File: src/rtl/floo_wormhole_rr_arbiter_if.sv
// ============================================================================
// Module      : floo_wormhole_rr_arbiter_if
// Description : Flit channel bundle for the wormhole round-robin arbiter.
//               Carries the NumInp competing input channels, the shared output
//               channel and the arbiter status (sel/locked).
// Revision    : 1.0 - initial release
// ============================================================================
`default_nettype none

interface floo_wormhole_rr_arbiter_if #(
  parameter int unsigned NumInp    = 5,
  parameter int unsigned DataWidth = 64
);
  localparam int unsigned IdxW = (NumInp > 1) ? $clog2(NumInp) : 1;

  // Competing input channels
  logic [NumInp-1:0]                valid_i;
  logic [NumInp-1:0]                ready_o;
  logic [NumInp-1:0][DataWidth-1:0] data_i;
  logic [NumInp-1:0]                last_i;

  // Shared output channel
  logic                             valid_o;
  logic                             ready_i;
  logic [DataWidth-1:0]             data_o;
  logic                             last_o;

  // Status
  logic [IdxW-1:0]                  sel_o;
  logic                             locked_o;

  // Environment side: drives input flits and downstream ready
  modport master (
    output valid_i, data_i, last_i, ready_i,
    input  ready_o, valid_o, data_o, last_o, sel_o, locked_o
  );

  // Arbiter side
  modport slave (
    input  valid_i, data_i, last_i, ready_i,
    output ready_o, valid_o, data_o, last_o, sel_o, locked_o
  );
endinterface

`default_nettype wire

File: src/rtl/floo_wormhole_rr_arbiter.sv
// ============================================================================
// Module      : floo_wormhole_rr_arbiter
// Description : Per-output-port wormhole packet arbiter. Round-robin grant
//               among NumInp inputs, locked to the granted input until its
//               last flit is transferred. Combinational 0-cycle datapath.
//               Optional per-input completed-packet counters are enabled by
//               defining FLOO_WH_ARB_PKT_CNT_EN.
// Revision    : 1.0 - initial release
// ============================================================================
`default_nettype none

module floo_wormhole_rr_arbiter #(
  parameter int unsigned NumInp    = 5,
  parameter int unsigned DataWidth = 64,
  parameter int unsigned CntWidth  = 16
) (
  input  wire logic                             clk_i,
  input  wire logic                             rst_ni,
  floo_wormhole_rr_arbiter_if.slave             bus,
  input  wire logic                             clr_cnt_i,
  output logic [NumInp-1:0][CntWidth-1:0]       pkt_cnt_o
);

  localparam int unsigned IdxW = (NumInp > 1) ? $clog2(NumInp) : 1;

  // One extra bit so rr_ptr + offset never overflows before the wrap compare
  localparam logic [IdxW:0]   NUM_EXT  = (IdxW+1)'(NumInp);
  localparam logic [IdxW-1:0] LAST_IDX = IdxW'(NumInp - 1);

  typedef enum logic {
    IDLE   = 1'b0,
    LOCKED = 1'b1
  } state_e;

  state_e            state, state_nxt;
  logic [IdxW-1:0]   rr_ptr, rr_ptr_nxt;
  logic [IdxW-1:0]   lock_idx, lock_idx_nxt;

  logic              grant_found;
  logic [IdxW-1:0]   grant_idx;
  logic [IdxW:0]     cand;

  logic [IdxW-1:0]   sel;
  logic              out_valid;
  logic              out_last;
  logic [NumInp-1:0] in_ready;
  logic              handshake;

  // Successor index with wrap by compare, so non power-of-2 NumInp is exact
  function automatic logic [IdxW-1:0] wrap_inc(input logic [IdxW-1:0] idx);
    return (idx == LAST_IDX) ? '0 : idx + IdxW'(1);
  endfunction

  // Round-robin scan: first valid input starting at rr_ptr, wrapping to 0
  always_comb begin
    grant_found = 1'b0;
    grant_idx   = rr_ptr;
    cand        = '0;
    for (int k = 0; k < NumInp; k++) begin
      cand = {1'b0, rr_ptr} + (IdxW+1)'(k);
      if (cand >= NUM_EXT) begin
        cand = cand - NUM_EXT;
      end
      if (!grant_found && bus.valid_i[cand[IdxW-1:0]]) begin
        grant_found = 1'b1;
        grant_idx   = cand[IdxW-1:0];
      end
    end
  end

  // Output mux: locked input wins, otherwise the fresh round-robin grant
  always_comb begin
    sel       = (state == LOCKED) ? lock_idx : grant_idx;
    out_valid = (state == LOCKED) ? bus.valid_i[lock_idx] : grant_found;
    out_last  = bus.last_i[sel];
    handshake = out_valid & bus.ready_i;
    in_ready      = '0;
    in_ready[sel] = bus.ready_i & out_valid;
  end

  assign bus.valid_o  = out_valid;
  assign bus.data_o   = bus.data_i[sel];
  assign bus.last_o   = out_last;
  assign bus.ready_o  = in_ready;
  assign bus.sel_o    = sel;
  assign bus.locked_o = (state == LOCKED);

  // FSM state and pointer registers
  always_ff @(posedge clk_i or negedge rst_ni) begin
    if (!rst_ni) begin
      state    <= IDLE;
      rr_ptr   <= '0;
      lock_idx <= '0;
    end else begin
      state    <= state_nxt;
      rr_ptr   <= rr_ptr_nxt;
      lock_idx <= lock_idx_nxt;
    end
  end

  // FSM next state: lock on any unfinished grant, release on last handshake
  always_comb begin
    state_nxt    = state;
    rr_ptr_nxt   = rr_ptr;
    lock_idx_nxt = lock_idx;
    case (state)
      IDLE: begin
        if (grant_found) begin
          if (handshake && out_last) begin
            // single-flit packet: granted and released in one cycle
            rr_ptr_nxt = wrap_inc(grant_idx);
          end else begin
            // hold the grant so valid/data stay stable under backpressure
            state_nxt    = LOCKED;
            lock_idx_nxt = grant_idx;
          end
        end
      end
      LOCKED: begin
        if (handshake && out_last) begin
          state_nxt  = IDLE;
          rr_ptr_nxt = wrap_inc(lock_idx);
        end
      end
      default: begin
        state_nxt = IDLE;
      end
    endcase
  end

`ifdef FLOO_WH_ARB_PKT_CNT_EN
  localparam logic [CntWidth-1:0] CNT_MAX = '1;

  for (genvar i = 0; i < NumInp; i++) begin : g_pkt_cnt
    logic [CntWidth-1:0] cnt;

    // Saturating completed-packet counter; clear beats a same-cycle increment
    always_ff @(posedge clk_i or negedge rst_ni) begin
      if (!rst_ni) begin
        cnt <= '0;
      end else if (clr_cnt_i) begin
        cnt <= '0;
      end else if (handshake && out_last && (sel == IdxW'(i)) && (cnt != CNT_MAX)) begin
        cnt <= cnt + CntWidth'(1);
      end
    end

    assign pkt_cnt_o[i] = cnt;
  end
`else
  logic unused_clr_cnt;
  assign unused_clr_cnt = clr_cnt_i;
  assign pkt_cnt_o      = '0;
`endif

endmodule

`default_nettype wire

File: src/flat_wrapper.sv
// flat-port wrapper written by rule: the top's interface ports become plain ports
module floo_wormhole_rr_arbiter_flat 
#(
  parameter int unsigned NumInp    = 5,
  parameter int unsigned DataWidth = 64,
  parameter int unsigned CntWidth  = 16
)
  (clk_i, rst_ni, clr_cnt_i, pkt_cnt_o, bus_valid_i, bus_data_i, bus_last_i, bus_ready_i, bus_ready_o, bus_valid_o, bus_data_o, bus_last_o, bus_sel_o, bus_locked_o);
  floo_wormhole_rr_arbiter_if #(.NumInp(NumInp), .DataWidth(DataWidth)) bus_i ();
  input  wire logic clk_i;
  input  wire logic rst_ni;
  input  wire logic clr_cnt_i;
  output logic [NumInp-1:0][CntWidth-1:0] pkt_cnt_o;
  input wire logic [$bits(bus_i.valid_i)-1:0] bus_valid_i;
  input wire logic [$bits(bus_i.data_i)-1:0] bus_data_i;
  input wire logic [$bits(bus_i.last_i)-1:0] bus_last_i;
  input wire logic [$bits(bus_i.ready_i)-1:0] bus_ready_i;
  output wire logic [$bits(bus_i.ready_o)-1:0] bus_ready_o;
  output wire logic [$bits(bus_i.valid_o)-1:0] bus_valid_o;
  output wire logic [$bits(bus_i.data_o)-1:0] bus_data_o;
  output wire logic [$bits(bus_i.last_o)-1:0] bus_last_o;
  output wire logic [$bits(bus_i.sel_o)-1:0] bus_sel_o;
  output wire logic [$bits(bus_i.locked_o)-1:0] bus_locked_o;
  assign bus_i.valid_i = bus_valid_i;
  assign bus_i.data_i = bus_data_i;
  assign bus_i.last_i = bus_last_i;
  assign bus_i.ready_i = bus_ready_i;
  assign bus_ready_o = bus_i.ready_o;
  assign bus_valid_o = bus_i.valid_o;
  assign bus_data_o = bus_i.data_o;
  assign bus_last_o = bus_i.last_o;
  assign bus_sel_o = bus_i.sel_o;
  assign bus_locked_o = bus_i.locked_o;
  floo_wormhole_rr_arbiter #(.NumInp(NumInp), .DataWidth(DataWidth), .CntWidth(CntWidth)) u_core (.clk_i(clk_i), .rst_ni(rst_ni), .bus(bus_i), .clr_cnt_i(clr_cnt_i), .pkt_cnt_o(pkt_cnt_o));
endmodule
File: config.mk
export PLATFORM = sky130hd
export DESIGN_NAME = floo_wormhole_rr_arbiter_flat
export DESIGN_NICKNAME = d
export VERILOG_FILES = /design/src/rtl/floo_wormhole_rr_arbiter_if.sv /design/src/rtl/floo_wormhole_rr_arbiter.sv /design/src/flat_wrapper.sv
export SDC_FILE = /design/constraint.sdc
export NUM_CORES = 1
export LEC_CHECK = 0
export BUFFER_PORTS_ARGS = -buffer_cell sky130_fd_sc_hd__buf_2
export CAP_MARGIN = 20
export CORE_AREA = 2 2 189 191
export DETAILED_ROUTE_END_ITERATION = 7
export DIE_AREA = 0 0 191 193
export PLACE_DENSITY = 0.41
export SLEW_MARGIN = 20
export SYNTH_ARGS = -nofsm -noshare
export SYNTH_HDL_FRONTEND = slang
export SYNTH_SLANG_ARGS = --single-unit
File: constraint.sdc
create_clock -name clk_i -period 5 [get_ports clk_i]
set_clock_uncertainty 0.2 [all_clocks]
set_input_delay 0.5 -clock clk_i [delete_from_list [all_inputs] [get_ports clk_i]]
set_output_delay 0.5 -clock clk_i [all_outputs]
set_load 0.01 [all_outputs]
Yosys cells after proc, flatten, opt, wreduce, memory -nomap -nowiden
Index checks and enable logic that the tools add are counted.

word-level totals
  register bits after elaboration = 7
  input port bits = 334
  output and inout port bits = 155
  word-level logic and storage cells = 92

cells by class
  $add $sub $neg = 11
  $lt $le $gt $ge = 13
  eq/ne operators = 5
  mux-type cells = 44
  bitwise logic cells = 4
  reduce and logical (&&, ||, !) cells = 12

operator list
  cell                 number
  $bmux 64 s3          1
  $mux 64              1
  $mux 3               16
  $lt 3x4->1 const B   7
  $bmux 1 s3           7
  $ge 4x3->1 const B   4
  $mux 1               16
  $sub 3x3->3 const B  5
  $add 3x2->4 const B  2
  $add 3x1->3 const B  2
  $eq 3x3->1 const B   2
  $logic_and 1x1->1    6
  $pmux 3 s2           1
  $reduce_and 3->1     2
  $and 5x5->5          1
  $add 3x1->4 const B  1
  $add 3x3->4 const B  1
  $logic_not 1->1      4
  $ne 2x1->1 const B   2
  $demux 1 s3          1
  $ge 3x1->1 const B   1
  $ge 3x3->1 const B   1
  $ne 2x2->1 const B   1
  $not 1->1            2
  other kinds (2)      2

Logic depth before layout (Yosys ltp)
  word-level depth = 24
  gate-level depth with buffers = 18
  mapped depth without buffers = 17

Worst setup path before layout
OpenSTA, ideal clock, no wires.

  path kind = reg2out
  start = reg u_core.rr_ptr[0]
  end = out bus_data_o[0]
  data arrival time = 4002 ps
  data required time = 4300 ps
  setup slack = 298 ps
  cell stages (with the launch flop) = 19
  buffers on the path = 4
  path through = dfrtp_1 -> buf_6 -> inv_4 -> ha_1 -> inv_1 -> fa_1 -> a21oi_4 -> mux2i_1 -> a22oi_1 -> and2_1 -> a2111o_1 -> a2111oi_4 -> o31ai_2 -> buf_6 -> nor2b_2 -> buf_4 -> buf_2 -> a21oi_1 -> o22ai_1

on the way
  longest elaborated chain between the ends = 20
  elaborated cells between the ends (all ways) = 49
  those cells by class = add/sub: 9; order compare: 5; mux: 27; reduce/logical: 8

RTL lines
  element                                                               line                            text
  start, declared                                                       floo_wormhole_rr_arbiter.sv:36  logic [IdxW-1:0] rr_ptr, rr_ptr_nxt;
  start signal, assigned                                                floo_wormhole_rr_arbiter.sv:96  rr_ptr <= rr_ptr_nxt;
  parallel branches: the longest is 16 deep, another holds $add 3x1->4  n/a
  $mux 3 (*)                                                            floo_wormhole_rr_arbiter.sv:64  if (!grant_found && bus.valid_i[cand[IdxW-1:0]]) begin
  $mux 3 (*)                                                            floo_wormhole_rr_arbiter.sv:73  sel = (state == LOCKED) ? lock_idx : grant_idx;
  $bmux 64 s3 (*)                                                       floo_wormhole_rr_arbiter.sv:82  assign bus.data_o = bus.data_i[sel];
  $mux 64 (not written as such) (*)                                     floo_wormhole_rr_arbiter.sv:82
  end, declared                                                         flat_wrapper.sv:20              output wire logic [$bits(bus_i.data_o)-1:0] bus_data_o;

Mark *: on every way between the ends. The select of a mux whose other input is x is not followed.

Worst setup path after layout
  start = reg u_core.rr_ptr[0]
  end = out bus_data_o[36]

Same word-level chain as after synthesis.

==> impl_metrics.json <==
{
  "clkPwrFrac_pct": 1.4,
  "syn2layout_area_growth_pct": 62.92,
  "p_int_mw": 4.325,
  "design_area_mm2": 0.008449,
  "core_area_mm2": 0.03496,
  "use_met1_pct": 18.28,
  "p_switching_mw": 5.053,
  "post_drt_via_cell_ratio": 4.173,
  "p_per_area_mw_per_mm2": 1110,
  "ys_warn_count": 0,
  "place_congestion": 0.8218,
  "io_pins": 489,
  "worst-path-buf-inv": 7,
  "critPathKind": "reg -> out",
  "clock_sinks": 7,
  "cap_violations": 0,
  "grt.busiest_layer": "met2",
  "dieArea_mm2": 0.03686,
  "fp.dieW_um": 191,
  "critPathSlowestCell": "a2111o_1",
  "drt_iter0_markers": 361,
  "fillers": 3972,
  "async_flop_share_pct": 100.0,
  "fp-row-count": 69,
  "power_frac_comb_pct": 97.1,
  "outcome": "finished, final reports clean",
  "finalCriticalPeriod_ns": 4.857,
  "synth-seq-area-share_pct": 3.378,
  "grtUsageMet3_pct": 1.195,
  "drc": 0,
  "grt_max_degree": 42,
  "clk_latency_ns": 0.23,
  "syn_area_per_cell_um2": 7.388,
  "htreeDepth": 1,
  "synth_ff_type": "dfrtp_1",
  "setup_viol": 0,
  "wirelength_mm": 28.33,
  "hold_path.class": "reg -> reg",
  "hold_viol": 0,
  "clockBufferDepth": 2,
  "p_leak_nw": 4.455,
  "io_buffers": 407,
  "fin_crit_sh_pct": 97.14,
  "switching_share_pct": 53.88,
  "critPathRequiredTime_ns": 4.30,
  "synth_cells": 702,
  "dp_hpwl_mm": 24.19,
  "cts_tree": "done",
  "critPathArrivalTime_ns": 4.16,
  "synth_area_mm2": 0.005186,
  "grt_pass1_vias": 6294,
  "endpoint_kind": "primary output",
  "seqPwrFrac_pct": 1.5,
  "clkTransAtPathRegs_ns": 0.04,
  "initial_core_util_pct": 14.83,
  "die_h_um": 193,
  "cts-root-buf": "clkbuf_16",
  "fin_nets": 1500,
  "routedWlPerCell_um": 17.55,
  "drt_pass1_iterations": 5,
  "rsz0062_at_grt": "yes",
  "drv_slew": 0,
  "dr_total_vias": 6735,
  "grt_use_met2_pct": 24.16,
  "cts_buffers": 3,
  "whs_ns": 0.3964,
  "start_kind": "flop",
  "critPathTopFamily": "compound AO/OA/AOI/OAI gates",
  "crit_top_cell": "buf_12",
  "crit_fanout": 9,
  "cpPeakStageDelay_ns": 0.42,
  "globalRouteOverflowTotal": 0,
  "synth.ff_latch_count": 7,
  "synth_edf_count": 0,
  "drt.antenna.violating_nets": 0,
  "placed_cell_area_mm2": 0.007843,
  "grt_pass1_wl_mm": 38.56,
  "clock.fmax_mhz": 205.9,
  "antenna_found_initial": 3,
  "mostFrequentLayoutCells": "401 x buf_2, 135 x mux2i_1, 84 x nor2_1",
  "grtUsageTotal_pct": 13.67,
  "ys_types": 80,
  "path_cells": "inv_4 > ha_4 > inv_2 > fa_2 > a21oi_4 > mux2i_2 > a22oi_2 > and2_4 > a2111o_1 > a2111oi_4 > o31ai_4 > buf_12 > buf_6 > nor2b_4 > buf_12 > clkbuf_16 > a21oi_1 > o22ai_1 > buf_2",
  "ir_worst_vdd_mv": 0.3323,
  "drive_gt1_share_pct": 49.91,
  "mostFrequentLayoutCell": "buf_2"
}
==> metal layers <==
metal,routed length (um),vias to the layer above
li1,-,3345
met1,12160,3118
met2,14500,246
met3,1238,24
met4,414,2
met5,16,-
==> synthesized netlist by cell type (all sizes together), types with 4 or more instances <==
library cell | instances | share of area, %
mux2 | 4 | 0.87
nor3 | 10 | 1.1
a21oi | 91 | 9.4
nor4 | 4 | 1.1
o21ai | 15 | 1.4
mux2i | 141 | 27
ha | 12 | 2.9
nand2b | 10 | 1.4
a211oi | 4 | 0.82
a22oi | 4 | 0.58
nand2 | 21 | 1.6
o22ai | 65 | 7.8
clkbuf | 23 | 1.7
and2 | 5 | 0.60
buf | 111 | 17
dfrtp | 7 | 3.4
nor2 | 84 | 6.1
inv | 13 | 0.99
nor2b | 4 | 0.58
==> final timing paths <==
| path | slack [ns] | startpoint | cells after the start | end |
|---|---|---|---|---|
| worst max-delay path | 0.14 | u_core.rr_ptr[0]$_DFFE_PN0P_ | 19 | bus_data_o[36] |
| worst min-delay path | 0.40 | u_core.lock_idx[2]$_DFFE_PN0P_ | 1 | u_core.lock_idx[2]$_DFFE_PN0P_ |
| worst max register to register | 0.53 | u_core.rr_ptr[0]$_DFFE_PN0P_ | 20 | u_core.rr_ptr[1]$_DFFE_PN0P_ |
| worst min register to register | 0.40 | u_core.lock_idx[2]$_DFFE_PN0P_ | 1 | u_core.lock_idx[2]$_DFFE_PN0P_ |
| max in group asynchronous | 3.98 | rst_ni | 2 | u_core.rr_ptr[1]$_DFFE_PN0P_ |
| min in group asynchronous | 0.45 | rst_ni | 2 | u_core.lock_idx[0]$_DFFE_PN0P_ |
==> sequential cells by signal, summed over array words and instances, names as in the netlist <==
name	cells
u_core.rr_ptr	3
u_core.bus.locked_o	1
u_core.lock_idx	3
==> cell families after synthesis <==
logic type                 after synthesis  share of synthesized area (%)
buffers and inverters                  147                          19.42
adders and majority gates               13                          3.281
other                                    1                        0.07231
DFF                                      7                          3.378
and+or+nand+nor                        164                          16.41
xor gates and xnor gates                 2                         0.3378
AOI/OAI and AO/OA                      220                          27.48
muxes                                  148                          29.63
==> metrics by stage <==
step                      instances  worst slack, ns  setup TNS [ns]  total power, mW  util, %
after floorplan                 781           0.2981               0            5.348        -
after global placement         1591          0.08300               0            8.511    22.43
after detailed placement       1591          0.07623               0            8.539    22.43
after CTS                      1602         0.001168               0            9.018    23.17
after global routing           1614         -0.06045         -0.5028            10.12    24.17
final                          1614           0.1429               0            9.378    24.17
==> cell type report <==
class                   instances  area (um2)  share of cell area [%]
clock buffers                   4       78.83                  0.9329
flip-flops and latches          7       176.4                   2.088
multi-input cells             627        4531                   53.62
diodes                          1       2.502                 0.02962
well taps                     461       576.8                   6.827
inverters                      13       51.30                  0.6071
repair buffers                501        3033                   35.90
==> worst register-to-register path: stages (launching register included) <==
cell and delay (ns):
dfrtp_1 0.40, inv_4 0.08, ha_4 0.12, inv_2 0.04, fa_2 0.37, a21oi_4 0.24
mux2i_2 0.29, a22oi_2 0.13, and2_4 0.16, a2111o_1 0.42, a2111oi_4 0.31, o31ai_4 0.13
buf_12 0.16, buf_6 0.12, nor2b_4 0.14, buf_6 0.20, buf_4 0.14, nand3b_1 0.09
buf_4 0.17, a21oi_4 0.26, mux2i_1 0.23
==> timing repair <==
item                       CTS  global route
hold buffers                 1             0
hold endpoints to repair     7             0
pin swaps                    4            10
cloned                       1             2
gates resized for setup     21            47
setup buffers                5            10
setup endpoints to repair   61            70
==> power by group through the flow <==
| stage | registers, mW | logic, mW | clock network (mW) |
|---|---|---|---|
| detailed placement | 0.136 | 8.40 | 0 |
| floorplan | 0.125 | 5.22 | 0 |
| finish | 0.138 | 9.11 | 0.134 |
| global route | 0.144 | 9.84 | 0.140 |
| global placement | 0.135 | 8.38 | 0 |
| CTS | 0.136 | 8.75 | 0.136 |
Power figures use the tool's default switching activity.
